--- src/rtl/pcap_replay_sequencer.sv ---
// pcap_replay_sequencer
//   Replays a stored packet trace out of QDR memory. It walks word addresses
//   0..mem_addr_high in ADDR_STEP bursts for replay_count passes. It caps the
//   number of unreturned reads at MAX_OUTSTANDING and stops issuing while the
//   output FIFO is almost full.
//
// Ports
//   axi_aclk, axi_aresetn   clock, async active-low reset
//   sw_rst                  sync software abort (same effect as reset)
//   start_replay            level; its rising edge starts a replay from IDLE
//   mem_addr_high           last valid trace address (latched at start)
//   replay_count            passes to play (latched at start)
//   rd_req/rd_addr/rd_ready read request handshake (held until accepted)
//   rd_data_valid           one burst returned
//   fifo_almost_full        output buffer backpressure
//   busy, done, pass_count  status
//
// Configuration macro
//   PCAP_REPLAY_INFINITE_EN  defined: replay_count==0 loops until sw_rst.
//                            undefined: replay_count==0 goes straight to DONE.
module pcap_replay_sequencer #(
  parameter int QDR_ADDR_WIDTH     = 19,
  parameter int REPLAY_COUNT_WIDTH = 32,
  parameter int MAX_OUTSTANDING    = 16,
  parameter int ADDR_STEP          = 2
) (
  input  logic                          axi_aclk,
  input  logic                          axi_aresetn,
  input  logic                          sw_rst,
  input  logic                          start_replay,
  input  logic [QDR_ADDR_WIDTH-1:0]     mem_addr_high,
  input  logic [REPLAY_COUNT_WIDTH-1:0] replay_count,
  output logic                          rd_req,
  output logic [QDR_ADDR_WIDTH-1:0]     rd_addr,
  input  logic                          rd_ready,
  input  logic                          rd_data_valid,
  input  logic                          fifo_almost_full,
  output logic                          busy,
  output logic                          done,
  output logic [REPLAY_COUNT_WIDTH-1:0] pass_count
);

  localparam int OW = $clog2(MAX_OUTSTANDING) + 1;
  localparam logic [OW-1:0]             MAX_W  = OW'(MAX_OUTSTANDING);
  localparam logic [QDR_ADDR_WIDTH:0]   STEP_W = (QDR_ADDR_WIDTH+1)'(ADDR_STEP);

  localparam logic [1:0] S_IDLE  = 2'd0;
  localparam logic [1:0] S_ISSUE = 2'd1;
  localparam logic [1:0] S_DRAIN = 2'd2;
  localparam logic [1:0] S_DONE  = 2'd3;

  logic [1:0]                    state;
  logic                          start_q;
  logic [QDR_ADDR_WIDTH-1:0]     hi_q;
  logic [REPLAY_COUNT_WIDTH-1:0] cnt_q;
  logic [OW-1:0]                 outstanding, out_nxt;

  logic                          start_edge, accept, ret, wrap, last_pass;
  logic                          finish, can_issue, zero_count;
  logic [QDR_ADDR_WIDTH:0]       addr_sum;
  logic [REPLAY_COUNT_WIDTH-1:0] pass_inc;

  always_comb begin
    start_edge = start_replay & ~start_q;
    accept     = rd_req & rd_ready;
    // A return with nothing outstanding is spurious and dropped.
    ret        = rd_data_valid & (outstanding != '0);
    out_nxt    = outstanding;
    if (accept && !ret)      out_nxt = outstanding + 1'b1;
    else if (!accept && ret) out_nxt = outstanding - 1'b1;
    // One bit wider so a high address near the top cannot overflow the test.
    addr_sum   = {1'b0, rd_addr} + STEP_W;
    wrap       = addr_sum > {1'b0, hi_q};
    pass_inc   = pass_count + 1'b1;
`ifdef PCAP_REPLAY_INFINITE_EN
    last_pass  = (cnt_q != '0) && (pass_inc == cnt_q);
    zero_count = 1'b0;
`else
    last_pass  = (pass_inc == cnt_q);
    zero_count = (replay_count == '0);
`endif
    finish     = accept & wrap & last_pass;
    // Judged on the count after this cycle's accept/return, because rd_req
    // is registered and takes effect next cycle.
    can_issue  = (out_nxt < MAX_W) & ~fifo_almost_full;
  end

  always_ff @(posedge axi_aclk or negedge axi_aresetn) begin
    if (!axi_aresetn) begin
      state       <= S_IDLE;
      start_q     <= 1'b0;
      rd_req      <= 1'b0;
      rd_addr     <= '0;
      pass_count  <= '0;
      outstanding <= '0;
      hi_q        <= '0;
      cnt_q       <= '0;
    end else if (sw_rst) begin
      state       <= S_IDLE;
      start_q     <= 1'b0;
      rd_req      <= 1'b0;
      rd_addr     <= '0;
      pass_count  <= '0;
      outstanding <= '0;
    end else begin
      start_q     <= start_replay;
      outstanding <= out_nxt;
      case (state)
        S_IDLE: begin
          if (start_edge) begin
            hi_q       <= mem_addr_high;
            cnt_q      <= replay_count;
            rd_addr    <= '0;
            pass_count <= '0;
            state      <= zero_count ? S_DONE : S_ISSUE;
          end
        end
        S_ISSUE: begin
          if (accept) begin
            if (wrap) begin
              rd_addr    <= '0;
              pass_count <= pass_inc;
            end else begin
              rd_addr    <= addr_sum[QDR_ADDR_WIDTH-1:0];
            end
          end
          if (finish) begin
            rd_req <= 1'b0;
            state  <= S_DRAIN;
          end else if (!rd_req || accept) begin
            // A pending request is never withdrawn; only re-decide when idle
            // or when the current one has just gone.
            rd_req <= can_issue;
          end
        end
        S_DRAIN: if (outstanding == '0) state <= S_DONE;
        default: if (!start_replay)     state <= S_IDLE;
      endcase
    end
  end

  assign busy = (state == S_ISSUE) || (state == S_DRAIN);
  assign done = (state == S_DONE);

endmodule

--- config.mk ---
export PLATFORM = sky130hd
export DESIGN_NAME = pcap_replay_sequencer
export DESIGN_NICKNAME = d
export VERILOG_FILES = /design/src/rtl/pcap_replay_sequencer.sv
export SDC_FILE = /design/constraint.sdc
export NUM_CORES = 1
export LEC_CHECK = 0
export BUFFER_PORTS_ARGS = -buffer_cell sky130_fd_sc_hd__clkbuf_2
export CAP_MARGIN = 0
export CELL_PAD_IN_SITES_DETAIL_PLACEMENT = 0
export CELL_PAD_IN_SITES_GLOBAL_PLACEMENT = 1
export CORE_UTILIZATION = 39
export DETAILED_ROUTE_END_ITERATION = 7
export PLACE_DENSITY_LB_ADDON = 0.1
export RECOVER_POWER = 50
export SLEW_MARGIN = 20
export SYNTH_ARGS = -nofsm -noshare
export SYNTH_HDL_FRONTEND = slang
export SYNTH_SLANG_ARGS = --single-unit
--- constraint.sdc ---
create_clock -name axi_aclk -period 3.5 [get_ports axi_aclk]
set_input_delay 0.525 -clock axi_aclk [delete_from_list [all_inputs] [get_ports axi_aclk]]
set_output_delay 0.525 -clock axi_aclk [all_outputs]
set_load 0.01 [all_outputs]
**Word-level counts from Yosys, hierarchy flattened**

Index checks and enable logic that the tools add are counted.

- Multiplexer cells: 25
- $lt $le $gt $ge: 2
- Bitwise logic cells: 9
- Equality and inequality tests: 10
- $add $sub $neg: 4
- Reductions and logical operators: 19

Operators with widths:

| operator | count |
|---|---|
| 32-bit 2-to-1 mux | 4 |
| 19-bit 2-to-1 mux | 4 |
| 32-bit case mux with 2 select lines | 1 |
| 19-bit case mux with 2 select lines | 1 |
| 32-bit by 1-bit adder with 32-bit output (second input constant) | 1 |
| 32-bit == test | 1 |
| 32-bit logical NOT | 1 |
| 19-bit by 2-bit adder with 20-bit output (second input constant) | 1 |
| 20-bit by 19-bit > comparator with 1-bit output | 1 |
| 5-bit 2-to-1 mux | 3 |
| 3-bit != test (second input constant) | 5 |
| 2-bit 2-to-1 mux | 6 |
| 4-bit AND reduction | 2 |
| 1-bit bitwise AND | 6 |
| 2-bit case mux with 3 select lines | 1 |
| 3-bit AND reduction | 2 |
| 3-bit nonzero test | 2 |
| 5-bit by 1-bit adder with 5-bit output (second input constant) | 1 |
| 5-bit logical NOT | 1 |
| 5-bit less-than comparator (second input constant) | 1 |
| 1-bit 2-to-1 mux | 5 |
| 5-bit by 2-bit != test with 1-bit output (second input constant) | 1 |
| 5-bit nonzero test | 1 |
| 5-bit by 1-bit subtractor with 5-bit output (second input constant) | 1 |
| 9 further kinds | 16 |

- Logic and storage cells: 77
- Bits in registers: 111
- Output and inout port bits: 54

**Logic depth before layout (Yosys ltp)**

- Word-level depth: 11
- Gate-level depth with buffers: 16
- Gate-level depth less buffers: 15

**Least setup slack after synthesis**

OpenSTA, ideal clock, no wires.

- Path type: register to register
- From: reg rd_addr[3]
- To: reg pass_count[21]
- Cell stages (with the launch flop): 17
- Arrival time: 3,549 ps
- Required time: 3,366 ps
- Path slack: -183 ps
- Path buffers: 2
- Library setup time: 134 ps
- Cell sequence: dfrtp_1 and3_1 and3_1 and4_1 and2_1 nand4_1 xnor2_1 ha_1 and3_1 a221oi_1 o21ai_0 a32oi_1 nand3_1 clkbuf_1 nand3_1 clkbuf_1 o31ai_1

- Longest elaborated chain between the ends: 4

Ends and longest elaborated chain:

| what | RTL line | text |
|---|---|---|
| start: declaration | 34 | `output logic [QDR_ADDR_WIDTH-1:0] rd_addr,` |
| start signal: assignment | 124 | `rd_addr <= addr_sum[QDR_ADDR_WIDTH-1:0];` |
| 19-bit by 2-bit adder with 20-bit output | 72 | `addr_sum = {1'b0, rd_addr} + STEP_W;` |
| 20-bit by 19-bit > comparator with 1-bit output | 73 | `wrap = addr_sum > {1'b0, hi_q};` |
| 3-bit != test (no source line) | - |  |
| 4-bit AND reduction (no source line) | - |  |
| end signal: assignment | 122 | `pass_count <= pass_inc;` |
| end: declaration | 40 | `output logic [REPLAY_COUNT_WIDTH-1:0] pass_count` |

No other way between the ends.
A chain may end at the register's enable or synchronous reset.

**Final worst setup path**

- From: reg rd_addr[3]
- To: reg pass_count[27]

Same word-level chain as after synthesis.

==> flow_metrics.tcl <==
set metrics [dict create \
    outcome "finished, violations left" \
    violations "capacitance limit, slew limit" \
    viasPerCell 5.57 \
    multi_input_area_um2 4080 \
    synth_cell_types 68 \
    fmax_mhz 294 \
    grt_overflow 0 \
    slew_headroom_pct -32.9 \
    synth.avg_cell_area_um2 9.16 \
    wl_per_cell_um 19.0 \
    wl_um 21700 \
    floorplan.io_pins 112 \
    syn_to_final_growth_pct 27.5 \
    first_pass_iters 5 \
    synth_top_area_share_pct 40.0 \
    drtIter0Drc 370 \
    synth_area_leaders "dfrtp_1 (40%), o21ai_0 (5.7%), mux2_2 (5.4%)" \
    ant_nets 0 \
    synth_edf_count 0 \
    grt_usage_pct 24.0 \
    crit_path_cell_trace "and3_4, and3_4, and4_4, buf_4, nand2_1, xnor2_2, ha_1, and4_4, and3_4, a221o_1, nand3_4, nand3_4, nand3_4, buf_8, o41ai_2" \
    synth-seq-cells 110 \
    path_clk_slew_ns 0.08 \
    grt_pass1_wl_um 33500 \
    layout.area.seq_um2 2750 \
    drv_slew 35 \
    p_leak_uw 0.00402 \
    setup_tns_ns 0 \
    cts.sinks 110 \
    yosysSeqAreaShare_pct 40.0 \
    synth.largest_area_cell "dfrtp_1" \
    die-area_um2 18200 \
    finalCritPeriodShare_pct 97.1 \
    finalCriticalPeriod_ns 3.40 \
    cts_root_buffer "clkbuf_16" \
    route.detailed.drc 0 \
    synth_flop_cell "dfrtp_1" \
    cp.required_ns 3.75 \
    syn_nets 835 \
    postCtsHoldBufs 0 \
    syn_area_um2 6880 \
    cpMaxStageDelayCell "dfrtp_2" \
    fp.dieH_um 135 \
    dpl.hpwl_um 15900 \
    num_vias 6367 \
    portBuffers 110 \
    path_max_fanout 8 \
    nFillCells 1682 \
    rsz0062_at_grt "yes" \
    cts_tree "built" \
    yosysWarnings 0 \
    finish.net_count 998 \
    tightest_slew_ns 1.99 \
    worstSetupPathType "register to register" \
    synthArstFlopShare_pct 100 \
    worstPathArrival_ns 3.65 \
    clk_path_buf_depth 2 \
    grt_pass1_vias 6390 \
    peakVddDrop_mv 0.259 \
    hold_path_class "input port to register" \
    core-area_um2 17200 \
    insertedDiodeCount 0 \
    hold_viol_final 0 \
    gp_congestion 0.886 \
    antenna_found_initial 0 \
    fp.dieW_um 135 \
    grt_max_degree 59 \
    drv_cap 1 \
    final_core_util_pct 50.9 \
    crit_path_start_kind "register" \
    start_util_pct 39.9 \
    numCtsBuffers 9 \
    clkLatencyLatePin_ns 0.36 \
    powerDensity_nw_per_um2 564 \
    cts_max_level 3 \
    layout-drive-gt1-share_pct 29.9 \
    core.rowCount 48 \
    syn_inst 751 \
    setup_viol 0 \
    clock_skew_ns 0.00648 \
    critical-path-max-stage-delay_ns 0.36 \
    cp-end-kind "register" \
]
-- path summary, 6_finish.rpt --
check	start	end	slack, ns	depth (start not counted)
worst max register to register	rd_addr[3]	pass_count[27]	0.10	15
max in group asynchronous	axi_aresetn	hi_q[18]	0.69	2
min in group asynchronous	axi_aresetn	outstanding[1]	0.72	1
worst min register to register	rd_addr[2]	rd_addr[2]	0.51	2
worst min-delay path	mem_addr_high[16]	hi_q[16]	0.36	3
worst max-delay path	rd_addr[3]	pass_count[27]	0.10	15
-- what timing repair did --
action                     CTS  global route
setup endpoints to repair   29            38
gates cloned                 0             4
resized for setup            8            51
buffers inserted             0             8
pin swaps                    5            15
-- critical path, delay by kind of cell (launching register included) --
kind | cells | cell delay, ns
flip-flops | 1 | 0.36
adder cells (fa/ha/maj) | 1 | 0.30
XOR/XNOR | 1 | 0.15
AO/OA/AOI/OAI | 2 | 0.55
AND/OR/NAND/NOR | 9 | 1.60
buffers and inverters | 2 | 0.32
-- power breakdown --
part | total [uW] | internal [uW] | leakage (uW) | switching, uW
Clock | 1100 | 580 | 0.000141 | 520
Sequential | 1840 | 1600 | 0.00143 | 236
Combinational | 2010 | 927 | 0.00244 | 1080
-- kinds of logic after synthesis --
logic type               after synthesis  share of synthesized area (%)
flip-flops                           110                           40.0
buffers and inverters                 70                           4.11
AND/OR/NAND/NOR                      281                           22.3
adder cells (fa/ha/maj)               26                           4.73
other                                  1                         0.0545
multiplexers                          33                           5.40
AO/OA/AOI/OAI                        168                           15.4
XOR/XNOR                              62                           7.90
-- sequential cells by signal, summed over array words and instances (netlist names) --
signal and flops:
pass_count 32, hi_q 19, cnt_q 32, rd_addr 18, rd_req 1, outstanding 5
start_q 1, state 2
-- layout by cell type (no fill, tap or decap), drive strengths merged, types with 10 or more instances in the layout --
master	instances
nor2	42
and3	14
a21oi	17
dfrtp	110
o21ai	79
nand4	26
ha	26
nor3	16
xor2	25
buf	75
nand2	86
inv	32
mux2	33
nor4	13
and4	10
xnor2	37
o31ai	18
clkbuf	126
nand3	34
-- cells in the mapped netlist (4+ instances only) --
| master | count |
|---|---|
| or3_1 | 5 |
| o41ai_1 | 9 |
| o21ai_0 | 79 |
| nand2b_1 | 7 |
| a21o_1 | 7 |
| and2_1 | 8 |
| o31ai_1 | 18 |
| clkbuf_1 | 28 |
| a31oi_1 | 7 |
| nand2_1 | 85 |
| ha_1 | 26 |
| xor2_1 | 25 |
| xnor2_1 | 37 |
| inv_1 | 30 |
| dfrtp_1 | 110 |
| nand3_1 | 31 |
| and3_1 | 14 |
| nor3_1 | 14 |
| buf_2 | 6 |
| nor2_1 | 42 |
| nor4_1 | 9 |
| mux2_2 | 33 |
| and4_1 | 10 |
| a21oi_1 | 17 |
| nor4b_1 | 4 |
| nand4_1 | 23 |
-- stage by stage --
step / hold slack (ns) / instances / total power (uW) / worst slack (ns) / cell area [um2]
2_1_floorplan: 0.229 / 751 / 3030 / 0.0213 / 6890
3_3_place_gp: 0.512 / 1116 / 3590 / 0.106 / 8100
3_5_place_dp: 0.516 / 1116 / 3650 / -0.0161 / 8100
4_1_cts: 0.127 / 1132 / 4770 / 0.0187 / 8450
5_1_grt: 0.357 / 1144 / 5270 / -0.0670 / 8770
6_report: 0.362 / 1144 / 4950 / 0.102 / 8770
-- layout make-up --
type	count	area share, %
inverter	31	1.33
clock buffer	10	2.73
sequential	110	31.4
timing repair buffer	191	14.0
multi-input combinational	571	46.5
clock inverter	6	0.799
tap	225	3.21
-- layer usage --
metal	GRT usage (%)	vias to the layer above	share of wire [%]	routed length [um]
met4	10.7	0	3.2	690
met5	0	-	0	0
li1	-	3047	-	-
met2	40.4	169	49	10500
met3	3.34	39	4.4	965
met1	30.6	3112	44	9490
Note: power is estimated with default switching activity, not from simulation.
